### config.mk
export PLATFORM = sky130hd
export DESIGN_NAME = tmds_channel_decoder
export DESIGN_NICKNAME = d
export VERILOG_FILES = /design/src/rtl/tmds_pkg.sv /design/src/rtl/tmds_word_decode.sv /design/src/rtl/tmds_channel_decoder.sv
export SDC_FILE = /design/constraint.sdc
export NUM_CORES = 1
export LEC_CHECK = 0
export ABC_AREA = 1
export BUFFER_PORTS_ARGS = -buffer_cell sky130_fd_sc_hd__buf_2
export CAP_MARGIN = 20
export CORE_UTILIZATION = 55
export CTS_BUF_LIST = sky130_fd_sc_hd__clkbuf_8
export DETAILED_ROUTE_END_ITERATION = 10
export PLACE_DENSITY = 0.78
export SYNTH_ARGS = -nofsm -noshare
export SYNTH_HDL_FRONTEND = slang
export SYNTH_SLANG_ARGS = --single-unit
export TNS_END_PERCENT = 30
### constraint.sdc
create_clock -name clk -period 1.6 [get_ports clk]
set_input_delay 0.08 -clock clk [delete_from_list [all_inputs] [get_ports clk]]
set_output_delay 0.08 -clock clk [all_outputs]
set_load 0.005 [all_outputs]
### src/rtl/tmds_pkg.sv
// Shared TMDS code constants and alignment state type for the channel decoder
// and any future data-island parser.
package tmds_pkg;

  localparam logic [9:0] CTRL_TOK_00 = 10'b1101010100;
  localparam logic [9:0] CTRL_TOK_01 = 10'b0010101011;
  localparam logic [9:0] CTRL_TOK_10 = 10'b0101010100;
  localparam logic [9:0] CTRL_TOK_11 = 10'b1010101011;

  localparam logic [9:0] GUARD_A = 10'b1011001100;
  localparam logic [9:0] GUARD_B = 10'b0100110011;

  // Indexed by the TERC4 nibble value.
  localparam logic [9:0] TERC4_CODE [16] = '{
    10'b1010011100, 10'b1001100011, 10'b1011100100, 10'b1011100010,
    10'b0101110001, 10'b0100011110, 10'b0110001110, 10'b0100111100,
    10'b1011001100, 10'b0100111001, 10'b0110011100, 10'b1011000110,
    10'b1010001110, 10'b1001110001, 10'b0101100011, 10'b1011000011
  };

  typedef enum logic [1:0] {
    SEARCH    = 2'd0,
    SLIP_WAIT = 2'd1,
    LOCKED    = 2'd2
  } align_state_e;

endpackage

### src/rtl/tmds_word_decode.sv
// Combinational decode of one 10-bit TMDS word into video byte, control
// symbol, TERC4 nibble and guard-band flag.
module tmds_word_decode
  import tmds_pkg::*;
(
  input  logic [9:0] sym,
  output logic [7:0] data,
  output logic [1:0] ctrl,
  output logic       is_ctrl,
  output logic       is_terc4,
  output logic [3:0] terc4,
  output logic       is_guard
);

  logic [7:0] d;
  logic [7:0] vid;

  always_comb begin
    data     = '0;
    ctrl     = '0;
    is_ctrl  = 1'b0;
    is_terc4 = 1'b0;
    terc4    = '0;
    is_guard = 1'b0;

    d      = sym[9] ? ~sym[7:0] : sym[7:0];
    vid    = '0;
    vid[0] = d[0];
    for (int i = 1; i < 8; i++) begin
      vid[i] = sym[8] ? (d[i] ^ d[i-1]) : ~(d[i] ^ d[i-1]);
    end

    case (sym)
      CTRL_TOK_00: begin is_ctrl = 1'b1; ctrl = 2'b00; end
      CTRL_TOK_01: begin is_ctrl = 1'b1; ctrl = 2'b01; end
      CTRL_TOK_10: begin is_ctrl = 1'b1; ctrl = 2'b10; end
      CTRL_TOK_11: begin is_ctrl = 1'b1; ctrl = 2'b11; end
      default: ;
    endcase

    for (int i = 0; i < 16; i++) begin
      if (sym == TERC4_CODE[i]) begin
        is_terc4 = 1'b1;
        terc4    = 4'(i);
      end
    end

    is_guard = (sym == GUARD_A) || (sym == GUARD_B);
    data     = is_ctrl ? 8'h00 : vid;
  end

endmodule

### src/rtl/tmds_channel_decoder.sv
// One TMDS receive channel: word alignment via bitslip requests plus a
// two-stage registered decode of the aligned words.
//
// state     | meaning
// SEARCH    | counting consecutive control tokens; slip on timeout
// SLIP_WAIT | bitslip issued, letting the deserializer settle
// LOCKED    | aligned; drop lock after a long stretch without tokens
module tmds_channel_decoder
  import tmds_pkg::*;
#(
  parameter int CTRL_RUN       = 8,
  parameter int SEARCH_TIMEOUT = 4096,
  parameter int SLIP_HOLDOFF   = 4,
  parameter int LOSS_TIMEOUT   = 4096
) (
  input  logic       clk,
  input  logic       reset_n,
  input  logic [9:0] sym_in,
  output logic       bitslip,
  output logic [3:0] slip_cnt,
  output logic       locked,
  output logic       de,
  output logic [7:0] data,
  output logic [1:0] ctrl,
  output logic       is_ctrl,
  output logic       is_terc4,
  output logic [3:0] terc4,
  output logic       is_guard
);

  localparam int TMR_MAX0 = (SEARCH_TIMEOUT > LOSS_TIMEOUT) ? SEARCH_TIMEOUT : LOSS_TIMEOUT;
  localparam int TMR_MAX  = (TMR_MAX0 > SLIP_HOLDOFF) ? TMR_MAX0 : SLIP_HOLDOFF;
  localparam int TMR_W    = $clog2(TMR_MAX + 1);
  localparam int RUN_W    = $clog2(CTRL_RUN + 1);

  logic [9:0]   sym_q;
  logic [7:0]   dec_data;
  logic [1:0]   dec_ctrl;
  logic         dec_is_ctrl;
  logic         dec_is_terc4;
  logic [3:0]   dec_terc4;
  logic         dec_is_guard;

  align_state_e state, state_nxt;
  logic [TMR_W-1:0] tmr, tmr_nxt;
  logic [RUN_W-1:0] run, run_nxt;
  logic [3:0]   slip_nxt;
  logic         locked_nxt;
  logic         bitslip_nxt;

  tmds_word_decode u_dec (
    .sym      (sym_q),
    .data     (dec_data),
    .ctrl     (dec_ctrl),
    .is_ctrl  (dec_is_ctrl),
    .is_terc4 (dec_is_terc4),
    .terc4    (dec_terc4),
    .is_guard (dec_is_guard)
  );

  always_ff @(posedge clk or negedge reset_n) begin
    if (!reset_n) begin
      sym_q    <= '0;
      de       <= 1'b0;
      data     <= '0;
      ctrl     <= '0;
      is_ctrl  <= 1'b0;
      is_terc4 <= 1'b0;
      terc4    <= '0;
      is_guard <= 1'b0;
    end else begin
      sym_q    <= sym_in;
      de       <= ~dec_is_ctrl;
      data     <= dec_data;
      is_ctrl  <= dec_is_ctrl;
      is_terc4 <= dec_is_terc4;
      terc4    <= dec_terc4;
      is_guard <= dec_is_guard;
      if (dec_is_ctrl) ctrl <= dec_ctrl;
    end
  end

  always_ff @(posedge clk or negedge reset_n) begin
    if (!reset_n) begin
      state    <= SEARCH;
      tmr      <= '0;
      run      <= '0;
      slip_cnt <= '0;
      locked   <= 1'b0;
      bitslip  <= 1'b0;
    end else begin
      state    <= state_nxt;
      tmr      <= tmr_nxt;
      run      <= run_nxt;
      slip_cnt <= slip_nxt;
      locked   <= locked_nxt;
      bitslip  <= bitslip_nxt;
    end
  end

  // One shared timer: search timeout, slip holdoff and loss-of-lock idle count.
  always_comb begin
    state_nxt   = state;
    tmr_nxt     = tmr;
    run_nxt     = run;
    slip_nxt    = slip_cnt;
    locked_nxt  = locked;
    bitslip_nxt = 1'b0;

    case (state)
      SEARCH: begin
        run_nxt = dec_is_ctrl ? run + 1'b1 : '0;
        tmr_nxt = tmr + 1'b1;
        if (dec_is_ctrl && run == RUN_W'(CTRL_RUN - 1)) begin
          state_nxt  = LOCKED;
          locked_nxt = 1'b1;
          slip_nxt   = '0;
          tmr_nxt    = '0;
          run_nxt    = '0;
        end else if (tmr == TMR_W'(SEARCH_TIMEOUT - 1)) begin
          state_nxt   = SLIP_WAIT;
          bitslip_nxt = 1'b1;
          slip_nxt    = (slip_cnt == 4'd9) ? 4'd0 : slip_cnt + 4'd1;
          tmr_nxt     = '0;
          run_nxt     = '0;
        end
      end
      SLIP_WAIT: begin
        run_nxt = '0;
        tmr_nxt = tmr + 1'b1;
        if (tmr == TMR_W'(SLIP_HOLDOFF - 1)) begin
          state_nxt = SEARCH;
          tmr_nxt   = '0;
        end
      end
      LOCKED: begin
        if (dec_is_ctrl) begin
          tmr_nxt = '0;
        end else if (tmr == TMR_W'(LOSS_TIMEOUT - 1)) begin
          state_nxt  = SEARCH;
          locked_nxt = 1'b0;
          tmr_nxt    = '0;
        end else begin
          tmr_nxt = tmr + 1'b1;
        end
      end
      default: state_nxt = SEARCH;
    endcase
  end

endmodule

## Word level (Yosys, flattened, before mapping)

Index checks and enable logic that the tools add are counted.
Widths: inputs -> output; s select.

| word-level totals | value |
|---|---|
| flip-flop bits (word level) | 53 |
| latch bits | 0 |
| bits in writable memories | 0 |
| bits in read-only memories | 0 |
| input bits | 12 |
| output and inout port bits | 24 |
| word-level logic and storage cells | 143 |
| memories | 0 |

| cells by class | value |
|---|---|
| add/subtract/negate cells | 3 |
| multiply operators | 0 |
| div/mod/pow operators | 0 |
| magnitude comparators | 0 |
| eq/ne operators | 32 |
| shift-type cells | 0 |
| multiplexer cells | 67 |
| bitwise operators | 16 |
| reductions and logical operators | 11 |

Operators with widths:

| cell | number |
|---|---|
| $eq 10x10->1 const B | 11 |
| $eq 10x9->1 const B | 9 |
| $mux 4 | 14 |
| $mux 13 | 4 |
| $pmux 13 s3 | 1 |
| $mux 1 | 31 |
| $mux 8 | 2 |
| $mux 2 | 7 |
| $add 13x1->13 const B | 1 |
| $eq 13x12->1 const B | 1 |
| $eq 13x2->1 const B | 1 |
| $mux 3 | 4 |
| $pmux 2 s3 | 2 |
| $eq 10x8->1 const B | 1 |
| $add 4x1->4 const B | 2 |
| $ne 2x2->1 const B | 4 |
| $not 1->1 | 8 |
| $not 8->8 | 1 |
| $pmux 4 s2 | 1 |
| $reduce_and 4->1 | 2 |
| $xor 1x1->1 | 7 |
| $reduce_bool 2->1 | 3 |
| $eq 4x3->1 const B | 1 |
| $eq 4x4->1 const B | 1 |
| 10 further kinds | 10 |

## Depth between registers and ports, before layout

Gate-level depths: netlist of run 1.

| logic depth | value |
|---|---|
| depth after elaboration | 17 |
| gate-level depth with buffers | 13 |

## Hierarchy

A second synthesis of run 1 with hierarchy kept.

| unflattened totals | value |
|---|---|
| cells, all modules | 372 |
| area, all modules | 2995.4 sq um |

Modules (own cells, without submodules):

| module | instances | cells each | area each (sq um) | sequential area each (sq um) |
|---|---|---|---|---|
| tmds_channel_decoder | 1 | 251 | 2363.5 | 1326.3 |
| tmds_word_decode | 1 | 121 | 631.9 | 0.0 |

## Least setup slack after synthesis of run 1

No wires, ideal clock.

| timing path | value |
|---|---|
| path kind | register -> register |
| start | register sym_q[6] |
| end | register tmr[11] |
| library setup time | 0.119 ns |
| arrival time | 1.518 ns |
| data required time | 1.481 ns |
| setup slack | -0.036 ns |
| cell stages (with the launch flop) | 13 |
| path buffers | 1 |
| period minus slack after synthesis | 1.636 ns |
| path through | dfrtp_1 inv_1 ha_1 nand2_1 nor2_1 nand2_1 nand2_4 nand3_1 nand2_1 nand2_2 buf_6 nand4_1 nand2_1 |

| between the ends | value |
|---|---|
| word-level cells in the longest chain between the ends | 6 |
| elaborated cells on any way between the ends | 10 |

Ends and longest elaborated chain:

| item | line | source |
|---|---|---|
| start: declaration | tmds_channel_decoder.sv:36 | `logic [9:0] sym_q;` |
| start signal: assignment | tmds_channel_decoder.sv:72 | `sym_q <= sym_in;` |
| $eq 10x10->1 (tied with other cells) | tmds_word_decode.sv:33 | `case (sym)` |
| $reduce_or 4->1 (no line) (*) | -- |  |
| $mux 1 (*) | tmds_word_decode.sv:33 |  |
| $logic_and 1x1->1 | tmds_channel_decoder.sv:114 | `if (dec_is_ctrl && run == RUN_W'(CTRL_RUN - 1)) begin` |
| $mux 13 | tmds_channel_decoder.sv:114 |  |
| $pmux 13 s3 (*) | tmds_channel_decoder.sv:110 | `case (state)` |
| end signal: assignment | tmds_channel_decoder.sv:93 | `tmr <= tmr_nxt;` |
| end: declaration | tmds_channel_decoder.sv:45 | `logic [TMR_W-1:0] tmr, tmr_nxt;` |

Every way passes the cells marked *; elsewhere a longest branch is shown, timed or not.
A chain may end at the register's enable or synchronous reset.

## Final worst setup path of run 1

| timing path | value |
|---|---|
| start | register sym_q[7] |
| end | register slip_cnt[3] |

| between the ends | value |
|---|---|
| word-level cells in the longest chain between the ends | 6 |
| elaborated cells on any way between the ends | 10 |

Ends and longest elaborated chain:

| item | line | source |
|---|---|---|
| $eq 10x10->1 (tied with other cells) | tmds_word_decode.sv:33 |  |
| $reduce_or 4->1 (no line) (*) | -- |  |
| $mux 1 (*) | tmds_word_decode.sv:33 |  |
| $logic_and 1x1->1 (*) | tmds_channel_decoder.sv:114 |  |
| $reduce_bool 2->1 (no line) | -- |  |
| $reduce_and 2->1 (no line) | -- |  |
| end signal: assignment | tmds_channel_decoder.sv:95 | `slip_cnt <= slip_nxt;` |
| end: declaration | tmds_channel_decoder.sv:20 | `output logic [3:0] slip_cnt,` |

Marks and branches as above.

==> flow_metrics.env, run 1 <==
export IMPL_status="finished with violations"
export IMPL_violations="setup timing"
export IMPL_remaining_drc_errors=0
export IMPL_slew_headroom_pct=65.6
export IMPL_htree_levels=2
export IMPL_period_share_pct=108
export IMPL_power_leakage_nw=2.12
export IMPL_drt_iter0_drc=255
export IMPL_cp_max_fo=6
export IMPL_dieArea_sq_mm=0.00589
export IMPL_drive_gt1_share_pct=31.7
export IMPL_seq_area_frac_synth_pct=43.2
export IMPL_nNetsFinal=510
export IMPL_fin_util_pct=78.5
export IMPL_maxSlewViolCount=0
export IMPL_synth_top_cell_by_area="dfrtp_1"
export IMPL_clk_path_buf_depth=2
export IMPL_cts_buffers=5
export IMPL_postLayoutCellArea_sq_mm=0.00411
export IMPL_initial_core_util_pct=58.6
export IMPL_num_rows=26
export IMPL_io_buffers=35
export IMPL_worstPathArrival_ns=1.94
export IMPL_synthesis_area_sq_mm=0.00307
export IMPL_fin_skew_ns=0.00826
export IMPL_die_w_um=76.7
export IMPL_whs_ns=0.271
export IMPL_first_global_vias=2893
export IMPL_finalSetupTns_ns=-1.46
export IMPL_worstPathRequired_ns=1.81
export IMPL_crit_path_end_kind="flip-flop"
export IMPL_syn_nets=407
export IMPL_p_per_area_mw_per_mm2=642
export IMPL_cts_tree="yes"
export IMPL_synth_top_area_share_pct=43.2
export IMPL_placed_cell_area_sq_mm=0.00367
export IMPL_yosys_warnings=0
export IMPL_dpl_hpwl_um=5420
export IMPL_num_antenna_cells=0
export IMPL_nFillCells=365
export IMPL_hold_viol=0
export IMPL_die_y_um=76.7
export IMPL_root_buffer="clkbuf_8"
export IMPL_maxCapViolCount=0
export IMPL_period_needed_ns=1.73
export IMPL_ant_nets=0
export IMPL_via_per_inst=5.29
export IMPL_core_area_sq_mm=0.00524
export IMPL_synth_async_reset_ratio_pct=100
export IMPL_grt_setup_unrepaired="yes"
export IMPL_via_count=2957
export IMPL_start_kind="flip-flop"
export IMPL_synth_area_leaders="dfrtp_1 (43%), nand2_1 (12%), nor2_1 (5.6%)"
export IMPL_clock_sinks=53
export IMPL_setup_viol=28
export IMPL_setup_ws_ns=-0.127
export IMPL_synth_seq_cells=53
export IMPL_synthToLayoutAreaGrowth_pct=33.8
export IMPL_ir_worst_vdd_mv=0.547
export IMPL_grt_max_degree=33
export IMPL_path_clk_slew_ns=0.10
export IMPL_hold_class="primary input to asynchronous set/reset pin"
export IMPL_syn_area_per_cell_sq_um=7.98
export IMPL_syn_inst=385
export IMPL_yosysUniqueCellTypes=34
export IMPL_tightest_slew_ns=0.516
export IMPL_fmax_mhz=579
export IMPL_dr_pass1_iters=5
export IMPL_overflow=0
export IMPL_routed_wl_um=8020
export IMPL_grt_pass1_wl_um=13100
export IMPL_r2r_cells=11
export IMPL_worstSkewPairLatency_ns=0.32
export IMPL_critical_path_class="flip-flop to flip-flop"
export IMPL_wl_per_cell_um=14.3
export IMPL_grt_total_usage_pct=28.5
export IMPL_antenna_found_initial=0
export IMPL_ys_flop_type="dfrtp_1"
export IMPL_synth_edf_count=0
export IMPL_gp_congestion=0.905
export IMPL_io_pins=36
export IMPL_power_mw=2.64
flip-flops by register name, indices dropped and copies added, names as in the netlist, 2 cells and up:
| name | flops |
|---|---|
| ctrl | 2 |
| slip_cnt | 4 |
| state | 2 |
| run | 4 |
| terc4 | 4 |
| data | 8 |
| tmr | 13 |
| sym_q | 10 |
synthesized netlist by cell type (4+ instances only):
library cell	instances
xnor2_1	4
nor3_1	4
dfrtp_1	53
inv_1	40
nand2_2	7
o21ai_0	5
nand2_1	101
nand4_1	19
xor2_1	18
ha_1	10
nand3_1	31
inv_2	7
nor2_1	46
nor2_4	5
worst paths after layout:
path                                     startpoint                 endpoint  slack (ns)
worst max-delay path             sym_q[7]$_DFF_PN0_  slip_cnt[3]$_DFFE_PN0P_       -0.13
worst min-delay path                        reset_n       terc4[1]$_DFF_PN0_        0.27
worst max register to register   sym_q[7]$_DFF_PN0_  slip_cnt[3]$_DFFE_PN0P_       -0.13
worst min register to register  ctrl[1]$_DFFE_PN0N_      ctrl[1]$_DFFE_PN0N_        0.51
max in group asynchronous                   reset_n      ctrl[0]$_DFFE_PN0N_        0.79
min in group clk                          sym_in[1]       sym_q[1]$_DFF_PN0_        0.40
cell type report:
class	instances	area (sq um)	share of cell area, %
multi-input combinational	278	1680	40.9
sequential	53	1330	32.3
timing repair buffer	101	711	17.3
inverter	49	189	4.60
tap	70	87.6	2.13
clock buffer	6	82.6	2.01
clock inverter	2	33.8	0.822
per-layer routing:
metal	vias to the layer above	GRT usage (%)	part of all wire [%]
met5	-	0	0
met4	0	11.9	2.4
met3	23	5.36	5.9
met2	123	46.3	49
met1	1379	37.2	43
li1	1432	-	-
critical path: stages (launching register included):
cell     delay (ns)
dfrtp_1        0.41
inv_2          0.09
ha_4           0.13
nand2_1        0.05
nor2_1         0.16
nand2_2        0.10
nand2_4        0.14
nand3_4        0.13
a21oi_4        0.22
inv_2          0.08
nand2_2        0.07
o21ai_2        0.05
timing repair:
item / CTS / global route
gates resized for setup: 13 / 22
pin swaps: 6 / 10
buffers inserted: 2 / 4
cloned: 2 / 0
endpoints found under the setup margin: 21 / 31
hold buffers: 11 / 0
hold endpoints to repair: 31 / 0
cell families (layout without fill, tap and decap cells):
group,count (synthesis),in the layout,share of synthesized area (%)
XOR/XNOR,22,22,6.27
adder cells (fa/ha/maj),10,10,4.07
AND/OR/NAND/NOR,226,228,34.5
flip-flops,53,53,43.2
AO/OA/AOI/OAI,18,18,3.95
buffers and inverters,56,158,7.98
cell usage in the layout, fill, tap and decap left out, drive strengths merged:
master,instances
a21oi,3
a31oi,1
buf,90
bufinv,1
clkbuf,6
dfrtp,53
dlygate4sd3,11
ha,10
inv,50
nand2,111
nand2b,1
nand3,36
nand4,19
nor2,54
nor3,4
nor3b,1
nor4,2
o211ai,1
o21ai,7
o21bai,2
o221ai,1
o31ai,3
xnor2,4
xor2,18
per-stage QoR:
step                      setup slack (ns)  instances
after global placement             -0.0556        532
after floorplan                    0.00304        385
final                               -0.127        559
after detailed placement            -0.129        532
after global routing                -0.198        559
after CTS                          -0.0244        555
where the power goes:
group	leakage [nW]	internal, mW	switching [mW]
registers	0.678	1.38	0.0280
logic	1.38	0.138	0.143
clock network	0.0626	0.504	0.441
total	2.12	2.03	0.612
Power figures use the tool's default switching activity.
==> run 2: changes to the inputs <==
--- a/config.mk
+++ b/config.mk
@@ -6,11 +6,11 @@
 export NUM_CORES = 1
 export LEC_CHECK = 0
 export ABC_AREA = 1
-export BUFFER_PORTS_ARGS = -buffer_cell sky130_fd_sc_hd__buf_2
 export CAP_MARGIN = 20
-export CORE_UTILIZATION = 55
+export CORE_UTILIZATION = 60
 export CTS_BUF_LIST = sky130_fd_sc_hd__clkbuf_8
 export DETAILED_ROUTE_END_ITERATION = 10
+export DONT_BUFFER_PORTS = 1
 export PLACE_DENSITY = 0.78
 export SYNTH_ARGS = -nofsm -noshare
 export SYNTH_HDL_FRONTEND = slang
==> run 2 against run 1 <==
Net effect:
- the flow still finishes with violations (setup timing)
- count of clock-buffer cells in the layout is 1 lower
- die area is 8.1% lower
- first-iteration DRC count fell by 22%
- sequential share of layout area rose by 2.1 points
- total power decreased by 3.5%
- core utilization grew 1.6 points
- flip-flop and latch count did not move
- register-to-register slack improved by 0.04 ns
- combinational power shrank 20%
- cell count shrank 7.9%
- critical path depth stayed put
- worst hold slack better by 0.010 ns
- critical endpoint unchanged
==> flow_metrics.env, run 2 (synthesis gave the netlist of run 1 again) <==
export IMPL_swShare_pct=23.3
export IMPL_via_count=2735
export IMPL_io_pins=36
export IMPL_largest_reg_flops=13
export IMPL_io_buffers=0
export IMPL_cts_tree="yes"
export IMPL_num_antenna_cells=0
export IMPL_hold_viol=0
export IMPL_r2r_cells=11
export IMPL_worstPathArrival_ns=1.88
export IMPL_internal_power_mw=1.95
export IMPL_fin_skew_ns=0.00872
export IMPL_ir_worst_vdd_mv=0.602
export IMPL_reg_top3="tmr x13, sym_q x10, data x8"
export IMPL_dr_pass1_iters=4
export IMPL_met3_usage_pct=6.04
export IMPL_grt_total_usage_pct=28.2
export IMPL_maxCapViolCount=0
export IMPL_grt_setup_unrepaired="yes"
export IMPL_nNetsFinal=470
export IMPL_setup_ws_ns=-0.0825
export IMPL_power_mw=2.55
export IMPL_via_per_inst=5.31
export IMPL_finalSetupTns_ns=-0.695
export IMPL_dpl_hpwl_um=5070
export IMPL_layout_commonest_cell="nand2_1"
export IMPL_dieArea_sq_mm=0.00541
export IMPL_nFillCells=344
export IMPL_seq_power_share_pct=55.8
export IMPL_clk_path_buf_depth=2
export IMPL_regMostFlops="tmr"
export IMPL_placed_cell_area_sq_mm=0.00344
export IMPL_clock_power_share_pct=35.3
export IMPL_power_frac_comb_pct=8.8
export IMPL_synthToLayoutAreaGrowth_pct=25.6
export IMPL_reg2reg_slack_ns=-0.08
export IMPL_first_global_vias=2598
export IMPL_hold_class="primary input to asynchronous set/reset pin"
export IMPL_grt_busiest_layer="met2"
export IMPL_wl_per_cell_um=13.5
export IMPL_num_rows=25
export IMPL_slew_headroom_pct=70.1
export IMPL_grt_max_degree=54
export IMPL_period_share_pct=105
export IMPL_whs_ns=0.281
export IMPL_cts_buffers=5
export IMPL_drive_gt1_share_pct=25.4
export IMPL_reg2reg_to="slip_cnt[3]$_DFFE_PN0P_"
export IMPL_root_buffer="clkbuf_8"
export IMPL_crit_path_end_kind="flip-flop"
export IMPL_clock_sinks=53
export IMPL_htree_levels=2
export IMPL_postLayoutCellArea_sq_mm=0.00386
export IMPL_remaining_drc_errors=0
export IMPL_status="finished with violations"
export IMPL_ant_nets=0
export IMPL_routed_wl_um=6980
export IMPL_met1_usage_pct=37.7
export IMPL_p_switching_mw=0.594
export IMPL_worstSkewPairLatency_ns=0.31
export IMPL_startpoint="sym_q[6]$_DFF_PN0_"
export IMPL_p_per_area_mw_per_mm2=660
export IMPL_tightest_slew_ns=0.448
export IMPL_die_y_um=73.6
export IMPL_layout_common_cells="nand2_1 (95), dfrtp_1 (53), buf_4 (50), nor2_1 (43), inv_1 (37)"
export IMPL_setup_viol=22
export IMPL_endpoint="slip_cnt[3]$_DFFE_PN0P_"
export IMPL_violations="setup timing"
export IMPL_antenna_found_initial=0
export IMPL_fmax_mhz=594
export IMPL_r2r_start="sym_q[6]$_DFF_PN0_"
export IMPL_die_w_um=73.6
export IMPL_path_clk_slew_ns=0.10
export IMPL_gp_congestion=0.900
export IMPL_fin_util_pct=80.1
export IMPL_use_met2_pct=45.3
export IMPL_critical_path_class="flip-flop to flip-flop"
export IMPL_initial_core_util_pct=63.8
export IMPL_power_leakage_nw=1.93
export IMPL_start_kind="flip-flop"
export IMPL_grt_pass1_wl_um=11700
export IMPL_cp_max_fo=6
export IMPL_worstPathRequired_ns=1.80
export IMPL_drt_iter0_drc=200
export IMPL_maxSlewViolCount=0
export IMPL_period_needed_ns=1.68
export IMPL_overflow=0
export IMPL_core_area_sq_mm=0.00482
run 2: worst max-delay path, cell delays in order, from the launching register on:
cell and delay (ns):
dfrtp_1 0.44, inv_2 0.10, ha_4 0.13, nand2_1 0.04, nor2_1 0.08, nand2_1 0.10
nand2_4 0.14, nand3_4 0.13, a21oi_4 0.21, inv_2 0.08, nand2_2 0.06, o21ai_1 0.06
run 2: layout make-up:
type                    count  area, sq um  share of cell area, %
clock buffers               5         68.8                   1.78
clock inverters             2         38.8                   1.01
inverters                  49          189                   4.90
multi-input cells         277         1640                   42.5
flip-flops and latches     53         1330                   34.4
well taps                  67         83.8                   2.17
repair buffers             62          513                   13.3
run 2: per-stage QoR:
stage,setup slack (ns),std cells
6_report,-0.0825,515
5_1_grt,-0.201,515
4_1_cts,-0.0582,511
3_5_place_dp,-0.165,489
3_3_place_gp,-0.0603,489
2_1_floorplan,0.00304,385
run 2: worst min-delay path by stage:
stage / startpoint / slack [ns] / to / depth (start not counted)
4_1_cts: reset_n / 0.31 / ctrl[1]$_DFFE_PN0N_ / 2
6_report: reset_n / 0.28 / bitslip$_DFF_PN0_ / 2
2_1_floorplan: reset_n / -0.22 / bitslip$_DFF_PN0_ / 0
3_3_place_gp: reset_n / -0.21 / terc4[1]$_DFF_PN0_ / 0
3_5_place_dp: reset_n / -0.21 / terc4[0]$_DFF_PN0_ / 0
5_1_grt: reset_n / 0.31 / run[3]$_DFFE_PN0P_ / 2
run 2: power by group through the flow:
stage	clock network, mW	logic [mW]	registers [mW]
3_3_place_gp	0	0.152	1.45
6_report	0.899	0.225	1.42
3_5_place_dp	0	0.154	1.45
5_1_grt	0.980	0.250	1.43
4_1_cts	0.910	0.213	1.42
2_1_floorplan	0	0.0960	1.44
run 2: what timing repair did:
item                                    CTS  global route
pin swaps                                 4             4
buffers inserted                          2             4
cloned                                    1             0
endpoints found under the hold margin    63             0
endpoints found under the setup margin   21            31
gates resized for setup                   7            22
hold buffers                             12             0
run 2: per-layer routing:
metal  routed length [um]  part of all wire, %
met1                 3200                   46
met2                 3320                   48
met3                  365                  5.2
met4                   88                  1.3
met5                    0                    0
